[src/rtl/decoder_pkg.sv]
// Shared constants for the one-hot decoder/sequencer: command mode encoding
// and the controller state encoding.
package decoder_pkg;

  localparam logic MODE_DIRECT = 1'b0;
  localparam logic MODE_SCAN   = 1'b1;

  typedef enum logic [1:0] {
    ST_IDLE   = 2'd0,
    ST_DIRECT = 2'd1,
    ST_SCAN   = 2'd2
  } state_e;

endpackage

[src/rtl/dwell_timer.sv]
// Dwell counter for SCAN mode: counts 0..DWELL-1 while run is high and flags
// the terminal count; clr returns it to zero.
module dwell_timer #(
  parameter int DWELL = 4
) (
  input  logic clk,
  input  logic rst,
  input  logic clr,
  input  logic run,
  output logic tc
);

  localparam int CW = (DWELL > 1) ? $clog2(DWELL) : 1;
  localparam logic [CW-1:0] LAST = CW'(DWELL - 1);

  logic [CW-1:0] cnt_q, cnt_d;

  // tc is a pure function of the count so the controller can gate it with run
  // without forming a combinational loop through this block.
  assign tc = (cnt_q == LAST);

  always_comb begin
    cnt_d = cnt_q;
    if (clr) begin
      cnt_d = '0;
    end else if (run) begin
      cnt_d = tc ? '0 : cnt_q + CW'(1);
    end
  end

  always_ff @(posedge clk) begin
    if (rst) begin
      cnt_q <= '0;
    end else begin
      cnt_q <= cnt_d;
    end
  end

endmodule

[src/rtl/decoder_n_seq.sv]
// Registered one-hot decoder with a DIRECT (hold one line) mode and a SCAN
// mode that steps through all lines, dwelling DWELL cycles on each.
module decoder_n_seq
  import decoder_pkg::*;
#(
  parameter int SEL_W = 3,
  parameter int OUT_W = 2**SEL_W,
  parameter int DWELL = 4
) (
  input  logic             clk,
  input  logic             rst,
  input  logic             en,
  input  logic             in_valid,
  output logic             in_ready,
  input  logic [SEL_W-1:0] sel,
  input  logic             mode,
  output logic [OUT_W-1:0] out,
  output logic             out_valid,
  output logic [SEL_W-1:0] idx,
  output logic             wrap
);

  state_e           state_q, state_d;
  logic [SEL_W-1:0] idx_q, idx_d;
  logic [OUT_W-1:0] out_q, out_d;
  logic             vld_q, vld_d;
  logic             wrap_q, wrap_d;
  logic             accept, tc, tmr_clr, tmr_run;

  assign in_ready = en;
  assign accept   = in_valid && en;

  dwell_timer #(
    .DWELL(DWELL)
  ) u_timer (
    .clk(clk),
    .rst(rst),
    .clr(tmr_clr),
    .run(tmr_run),
    .tc (tc)
  );

  // Priority: en low, then a new command, then the scan advance.
  always_comb begin
    state_d = state_q;
    idx_d   = idx_q;
    vld_d   = vld_q;
    wrap_d  = 1'b0;
    tmr_clr = 1'b0;
    tmr_run = 1'b0;
    if (!en) begin
      state_d = ST_IDLE;
      idx_d   = '0;
      vld_d   = 1'b0;
      tmr_clr = 1'b1;
    end else if (accept) begin
      state_d = (mode == MODE_SCAN) ? ST_SCAN : ST_DIRECT;
      idx_d   = sel;
      vld_d   = 1'b1;
      tmr_clr = 1'b1;
    end else if (state_q == ST_SCAN) begin
      tmr_run = 1'b1;
      if (tc) begin
        idx_d  = idx_q + SEL_W'(1);
        wrap_d = (idx_q == SEL_W'(OUT_W - 1));
      end
    end
    out_d = vld_d ? (OUT_W'(1) << idx_d) : '0;
  end

  always_ff @(posedge clk) begin
    if (rst) begin
      state_q <= ST_IDLE;
      idx_q   <= '0;
      out_q   <= '0;
      vld_q   <= 1'b0;
      wrap_q  <= 1'b0;
    end else begin
      state_q <= state_d;
      idx_q   <= idx_d;
      out_q   <= out_d;
      vld_q   <= vld_d;
      wrap_q  <= wrap_d;
    end
  end

  assign out       = out_q;
  assign out_valid = vld_q;
  assign idx       = idx_q;
  assign wrap      = wrap_q;

endmodule

[config.mk]
export PLATFORM = sky130hd
export DESIGN_NAME = decoder_n_seq
export DESIGN_NICKNAME = d
export VERILOG_FILES = /design/src/rtl/decoder_pkg.sv /design/src/rtl/dwell_timer.sv /design/src/rtl/decoder_n_seq.sv
export SDC_FILE = /design/constraint.sdc
export NUM_CORES = 1
export LEC_CHECK = 0
export CELL_PAD_IN_SITES_DETAIL_PLACEMENT = 1
export CELL_PAD_IN_SITES_GLOBAL_PLACEMENT = 2
export CORE_MARGIN = 2
export CORE_UTILIZATION = 35
export DETAILED_ROUTE_END_ITERATION = 10
export DONT_BUFFER_PORTS = 1
export HOLD_SLACK_MARGIN = 0.03
export PLACE_DENSITY = 0.78
export SLEW_MARGIN = 20
export SYNTH_ARGS = -nofsm -noshare
export SYNTH_HDL_FRONTEND = slang
export SYNTH_SLANG_ARGS = --single-unit
[constraint.sdc]
create_clock -name clk -period 1.7 [get_ports clk]
set_input_delay 0.425 -clock clk [delete_from_list [all_inputs] [get_ports clk]]
set_output_delay 0.425 -clock clk [all_outputs]
set_load 0.02 [all_outputs]
==> impl_metrics.env, run 1 <==
export IMPL_comb_power_share=0.082
export IMPL_p_seq_frac=0.608
export IMPL_die_area_sq_mm=0.002423
export IMPL_status="complete, no violations"
export IMPL_leak_pwr_nw=0.3688
export IMPL_rsz0062_at_grt="no"
export IMPL_largest_net_degree_at_the_start_of_global_routing=18
export IMPL_cpMaxStageDelayCell="sky130_fd_sc_hd__dfxtp_1"
export IMPL_worst_pin_slew_ns=0.4183
export IMPL_port_buffers=0
export IMPL_cts_tree="done"
export IMPL_post_route_cells_drive_above_1_share=0.1644
export IMPL_drtAntennaViolNets=0
export IMPL_switching_share=0.2416
export IMPL_cts_repair_resized=0
export IMPL_first_global_vias=583
export IMPL_post_route_drc_count=0
export IMPL_critical_path_n_buffers_inverters=0
export IMPL_worst_case_clock_skew_ns=0.003309
export IMPL_clock_power_share=0.310
export IMPL_synthesis_nets=80
export IMPL_final_setup_viol_count=0
export IMPL_postCtsSetupBuffers=0
export IMPL_ir_drop_mv=0.3776
export IMPL_floorplan_core_area_sq_mm=0.001942
export IMPL_number_of_antenna_violations_at_the_first_check_in_global_routing=0
export IMPL_hold_class="in2reg"
export IMPL_cp_max_fanout=4
export IMPL_finalCriticalPeriod_ns=1.529
export IMPL_numCtsBuffers=3
export IMPL_initial_core_utilization=0.3686
export IMPL_crit_required_ns=1.86
export IMPL_critPathArrivalTime_ns=1.69
export IMPL_post_place_setup_slack_ns=0.1855
export IMPL_grt_pass1_wl_mm=2.518
export IMPL_num_vias=498
export IMPL_cts_path_max_buffers=2
export IMPL_total_of_fill_cells_in_the_finished_design=234
export IMPL_cell_internal_pwr_w=0.0005188
export IMPL_start_kind="register"
export IMPL_path_common_cell="sky130_fd_sc_hd__ha_1"
export IMPL_antenna_diode_count=0
export IMPL_cts_hold_buffers_added=0
export IMPL_timing_critical_path_slowest_cell_delay_ns=0.34
export IMPL_detail_route_wl_per_cell_um=13.35
export IMPL_dr_pass1_iters=4
export IMPL_global_route_usage_total=0.1316
export IMPL_count_of_cells_along_the_worst_register_to_register_path=5
export IMPL_post_synth_num_cell_types=24
export IMPL_grt_ovfl_total=0
export IMPL_yosysSeqAreaShare=0.4755
export IMPL_maxSlewHeadroom=0.7199
export IMPL_final_critical_path_setup_slack_ns=0.1710
export IMPL_worst_setup_path_type="reg2reg"
export IMPL_clk_transition_reported_paths_ns=0.10
export IMPL_hold_viol=0
export IMPL_drt_total_wl_mm=1.335
export IMPL_min_path_cells=1
export IMPL_via_per_inst=4.980
export IMPL_layout_nets=85
export IMPL_critical_path_cell_chain="ha_1 > ha_1 > mux2_4 > a32oi_2 > nor3_1"
export IMPL_die_y_um=49.22
export IMPL_p_switching_w=0.0001653
export IMPL_synth_seq_cells=17
export IMPL_clock_sinks=17
export IMPL_worst_skew_pair_late_latency_ns=0.28
export IMPL_power_per_cell_area_mw_per_mm2=879.0
export IMPL_fin_setup_tns_ns=0
export IMPL_synth_avg_cell_area_sq_um=10.37
export IMPL_cts_root_buf="sky130_fd_sc_hd__clkbuf_4"
export IMPL_cts_htree_levels=1
export IMPL_gpl_final_weighted_congestion=0.6970
export IMPL_boundaryPins=22
export IMPL_crit_family="adder cells"
export IMPL_finalCritPeriodShare=0.8994
export IMPL_hold_worst_slack_ns=0.1963
export IMPL_rows=16
export IMPL_synthToLayoutAreaGrowth_pct=8.741
export IMPL_dieWidth_um=49.22
export IMPL_worstSetupPathDepth=5
export IMPL_netlist_instances=69
export IMPL_fmax_ghz=0.6540
export IMPL_slew_violations=0
export IMPL_drt_iter0_drc=5
export IMPL_timing_critical_path_to_type="register"
export IMPL_timing_max_cap_violations=0
export IMPL_post_synth_instance_area_sq_um=715.7
export IMPL_ys_warnings_count=0
## flip-flops by register name, indices dropped and copies added, names as in the netlist
signal	flops
idx	3
out	8
u_timer.cnt_q	2
wrap	1
out_valid	1
state_q	2
## cells by family (layout without fill, tap and decap cells)
logic type / after synthesis / in the layout / share of synthesized area
AO/OA/AOI/OAI: 6 / 6 / 0.07519
XOR/XNOR: 1 / 1 / 0.01224
adder cells (fa/ha/maj): 3 / 3 / 0.05245
buffers and inverters: 5 / 9 / 0.04545
flip-flops: 17 / 17 / 0.4755
multiplexers: 5 / 5 / 0.07692
AND/OR/NAND/NOR: 32 / 32 / 0.2622
## routing by layer
layer | wire length, um | up-vias | global-route usage | part of all wire
met5 | 0 | - | 0 | 0
met4 | 7 | 0 | 0.02857 | 0.0052
met3 | 93 | 2 | 0.03988 | 0.070
met2 | 587 | 14 | 0.2207 | 0.44
met1 | 646 | 231 | 0.1648 | 0.48
li1 | - | 251 | - | -
## layout make-up
type | instances | area [sq um] | share of cell area
Tap cell | 27 | 33.78 | 0.04341
Timing Repair Buffer | 4 | 30.03 | 0.03859
Multi-Input combinational cell | 47 | 342.8 | 0.4405
Sequential cell | 17 | 340.3 | 0.4373
Clock buffer | 3 | 22.52 | 0.02894
Clock inverter | 1 | 5.005 | 0.006431
Inverter | 1 | 3.754 | 0.004823
## per-stage QoR
| step | power [W] | util | area (sq um) | std cells |
|---|---|---|---|---|
| CTS | 0.0006965 | 0.4008 | 778.2 | 100 |
| global route | 0.0007210 | 0.4008 | 778.2 | 100 |
| floorplan | 0.0004788 | - | 715.7 | 69 |
| detailed placement | 0.0004822 | 0.3866 | 750.7 | 96 |
| global placement | 0.0004808 | 0.3866 | 750.7 | 96 |
| finish | 0.0006841 | 0.4008 | 778.2 | 100 |
## Yosys cell counts, drive strengths merged
master,number,area [sq um]
a32oi,1,16.27
buf,4,28.78
nor4,1,6.260
inv,1,3.750
nand2b,4,25.02
a211oi,1,7.510
mux2,1,15.01
nand3,1,5.000
nor3,12,60.06
nand3b,1,20.02
xnor2,1,8.760
nor3b,1,18.77
mux2i,4,40.04
nor2b,2,12.51
and3,1,6.260
dfxtp,17,340.3
a21oi,1,5.000
ha,3,37.54
nor2,9,33.78
o211a,1,10.01
a22oi,1,7.510
o211ai,1,7.510
## power by group through the flow
stage | Combinational [W] | Sequential [W] | Clock, W
6_report | 0.0000561 | 0.000416 | 0.000212
5_1_grt | 0.0000639 | 0.000418 | 0.000239
4_1_cts | 0.0000567 | 0.000416 | 0.000223
3_5_place_dp | 0.0000566 | 0.000426 | 0
3_3_place_gp | 0.0000553 | 0.000425 | 0
2_1_floorplan | 0.0000497 | 0.000429 | 0
## placed cells by master (no fill, tap or decap), drive strengths merged, types with 2 or more instances in the layout
cell type | Yosys | final
nor2 | 9 | 9
ha | 3 | 3
nor2b | 2 | 2
nand2b | 4 | 4
buf | 4 | 4
mux2i | 4 | 4
nor3 | 12 | 12
dfxtp | 17 | 17
clkbuf | 0 | 3
## final timing paths
path | start | end | slack (ns)
worst max-delay path | idx[1] | out[7] | 0.17
worst min-delay path | rst | idx[1] | 0.20
worst max register to register | idx[1] | out[7] | 0.17
worst min register to register | state_q[0] | state_q[0] | 0.51
Note: power is estimated with default switching activity, not from simulation.
==> run 2, diff against run 1 <==
ABC_AREA = 1   (was default)
CORE_UTILIZATION = 32   (was 35)
TNS_END_PERCENT = 10   (was default)
==> run 2 against run 1 <==
Against the previous run: synthesized cell count up 36%; clock power up 7%; final cell count up 27%; register-to-register slack better by 0.11 ns; via count up 18%; core utilization down 3.3 points; critical path type unchanged; largest power group unchanged; highest routed layer unchanged.
==> impl_metrics.env, run 2 <==
export IMPL_gpl_final_weighted_congestion=0.7499
export IMPL_met2_usage=0.1966
export IMPL_synth_async_reset_ratio=0
export IMPL_final_setup_viol_count=0
export IMPL_place_detailed_hpwl_mm=1.313
export IMPL_synthesis_nets=105
export IMPL_die_y_um=51.66
export IMPL_leak_pwr_nw=0.3598
export IMPL_finalCritPeriodShare=0.8366
export IMPL_maxSlewHeadroom=0.8025
export IMPL_grt_ovfl_total=0
export IMPL_timing_max_cap_violations=0
export IMPL_post_synth_main_area_contributors="sky130_fd_sc_hd__dfxtp_1 47%, sky130_fd_sc_hd__nand2_1 10%, sky130_fd_sc_hd__nor2_1 8.8%, sky130_fd_sc_hd__ha_1 5.2%, sky130_fd_sc_hd__inv_1 4.6%"
export IMPL_first_global_vias=590
export IMPL_start_kind="register"
export IMPL_slew_violations=0
export IMPL_cts_path_max_buffers=2
export IMPL_drtAntennaViolNets=0
export IMPL_synthToLayoutAreaGrowth_pct=9.639
export IMPL_dieWidth_um=51.66
export IMPL_finalCriticalPeriod_ns=1.422
export IMPL_synth_seq_cells=17
export IMPL_number_of_antenna_violations_at_the_first_check_in_global_routing=0
export IMPL_drt_total_wl_mm=1.674
export IMPL_final_cell_mix="20 x sky130_fd_sc_hd__nand2_1, 17 x sky130_fd_sc_hd__nor2_1, 17 x sky130_fd_sc_hd__dfxtp_1, 9 x sky130_fd_sc_hd__inv_1, 5 x sky130_fd_sc_hd__nand3_1"
export IMPL_worst_skew_pair_late_latency_ns=0.30
export IMPL_cts_tree="done"
export IMPL_post_synth_instance_area_sq_um=726.9
export IMPL_hold_class="in2reg"
export IMPL_synth_top_cells_by_count="20 x sky130_fd_sc_hd__nand2_1, 17 x sky130_fd_sc_hd__dfxtp_1, 17 x sky130_fd_sc_hd__nor2_1"
export IMPL_max_reg_flops=8
export IMPL_layout_nets=111
export IMPL_rows=17
export IMPL_critPathArrivalTime_ns=1.66
export IMPL_antenna_diode_count=0
export IMPL_floorplan_core_area_sq_mm=0.002170
export IMPL_hold_worst_slack_ns=0.1788
export IMPL_rsz0062_at_grt="no"
export IMPL_netlist_top_cell_by_area="sky130_fd_sc_hd__dfxtp_1"
export IMPL_finish_utilization=0.3674
export IMPL_power_per_cell_area_mw_per_mm2=872.4
export IMPL_mostFrequentLayoutCell="sky130_fd_sc_hd__nand2_1"
export IMPL_cts_hold_buffers_added=0
export IMPL_worst_setup_path_type="reg2reg"
export IMPL_fin_setup_tns_ns=0
export IMPL_globalRouteMet3Util=0.05747
export IMPL_netlist_instances=94
export IMPL_postCtsSetupBuffers=0
export IMPL_ir_drop_mv=0.3881
export IMPL_global_route_usage_total=0.1461
export IMPL_cp_max_fanout=6
export IMPL_worst_case_clock_skew_ns=0.007814
export IMPL_numCtsBuffers=3
export IMPL_grt_busiest_layer="met1"
export IMPL_hold_viol=0
export IMPL_via_per_inst=4.630
export IMPL_detail_route_wl_per_cell_um=13.18
export IMPL_fmax_ghz=0.7032
export IMPL_initial_core_utilization=0.3351
export IMPL_status="complete, no violations"
export IMPL_yosysSeqAreaShare=0.4682
export IMPL_port_buffers=0
export IMPL_cts_htree_levels=1
export IMPL_post_route_cells_drive_above_1_share=0.1818
export IMPL_global_route_usage_met1=0.2025
export IMPL_die_area_sq_mm=0.002669
export IMPL_post_route_drc_count=0
export IMPL_dominantRegCellSynth="sky130_fd_sc_hd__dfxtp_1"
export IMPL_grt_pass1_wl_mm=2.794
export IMPL_regToRegSetupSlack_ns=0.28
export IMPL_dr_pass1_iters=4
export IMPL_number_of_synthesized_flops_with_an_enable_pin=0
export IMPL_clk_transition_reported_paths_ns=0.11
export IMPL_yosysMostFrequentCell="sky130_fd_sc_hd__nand2_1"
export IMPL_post_synth_num_cell_types=20
export IMPL_crit_required_ns=1.93
export IMPL_boundaryPins=22
export IMPL_worst_pin_slew_ns=0.2959
export IMPL_timing_critical_path_to_type="register"
export IMPL_largest_net_degree_at_the_start_of_global_routing=11
export IMPL_clock_sinks=17
export IMPL_cts_root_buf="sky130_fd_sc_hd__clkbuf_4"
export IMPL_drt_iter0_drc=15
export IMPL_synthDominantCellAreaShare=0.4682
export IMPL_num_vias=588
export IMPL_cts_repair_resized=0
export IMPL_ys_warnings_count=0
export IMPL_synth_avg_cell_area_sq_um=7.733
## run 2: cell families after synthesis
logic type | after synthesis | share of synthesized area
AND/OR/NAND/NOR | 58 | 0.3752
buffers and inverters | 11 | 0.06196
adder cells (fa/ha/maj) | 3 | 0.05164
flip-flops | 17 | 0.4682
AO/OA/AOI/OAI | 5 | 0.04303
## run 2: path summary, 6_finish.rpt
kind	startpoint	end	cells after the start
max	u_timer.cnt_q[0]	out[6]	7
min	rst	idx[1]	1
max reg2reg	u_timer.cnt_q[0]	out[6]	7
min reg2reg	state_q[0]	state_q[0]	2
## run 2: layout make-up
type                       instances  area (sq um)
clock buffer                       3         22.52
inverter                          10         37.54
sequential                        17         340.3
clock inverter                     1         5.005
timing repair buffer               2         15.01
fill                             291          1373
multi-input combinational         66         341.6
tap                               28         35.03
## run 2: where the power goes
| group | switching, W | total, W | internal [W] |
|---|---|---|---|
| Combinational | 0.0000366 | 0.0000544 | 0.0000178 |
| Clock | 0.000138 | 0.000226 | 0.0000876 |
| Sequential | 0.00000981 | 0.000415 | 0.000405 |
## run 2: stage by stage
step	setup slack, ns	instances	power (W)	area, sq um
6_report	0.2778	127	0.0006953	797.0
5_1_grt	0.1103	127	0.0007349	797.0
4_1_cts	0.2929	127	0.0007008	797.0
3_5_place_dp	0.3368	123	0.0004787	769.5
3_3_place_gp	0.3785	123	0.0004789	769.5
2_1_floorplan	0.3506	94	0.0004677	726.9
## run 2: worst max-delay path, cell delays in order, from the launching register on
cell	delay, ns
sky130_fd_sc_hd__dfxtp_1	0.36
sky130_fd_sc_hd__ha_1	0.24
sky130_fd_sc_hd__nand3_1	0.22
sky130_fd_sc_hd__nand2_1	0.16
sky130_fd_sc_hd__nand3_1	0.11
sky130_fd_sc_hd__nand3_2	0.10
sky130_fd_sc_hd__nand2_1	0.08
sky130_fd_sc_hd__nor2_1	0.09
## run 2: per-layer routing
layer	vias up	share of wire
met5	-	0
met4	0	0.014
met3	4	0.077
met2	19	0.41
met1	260	0.50
li1	305	-
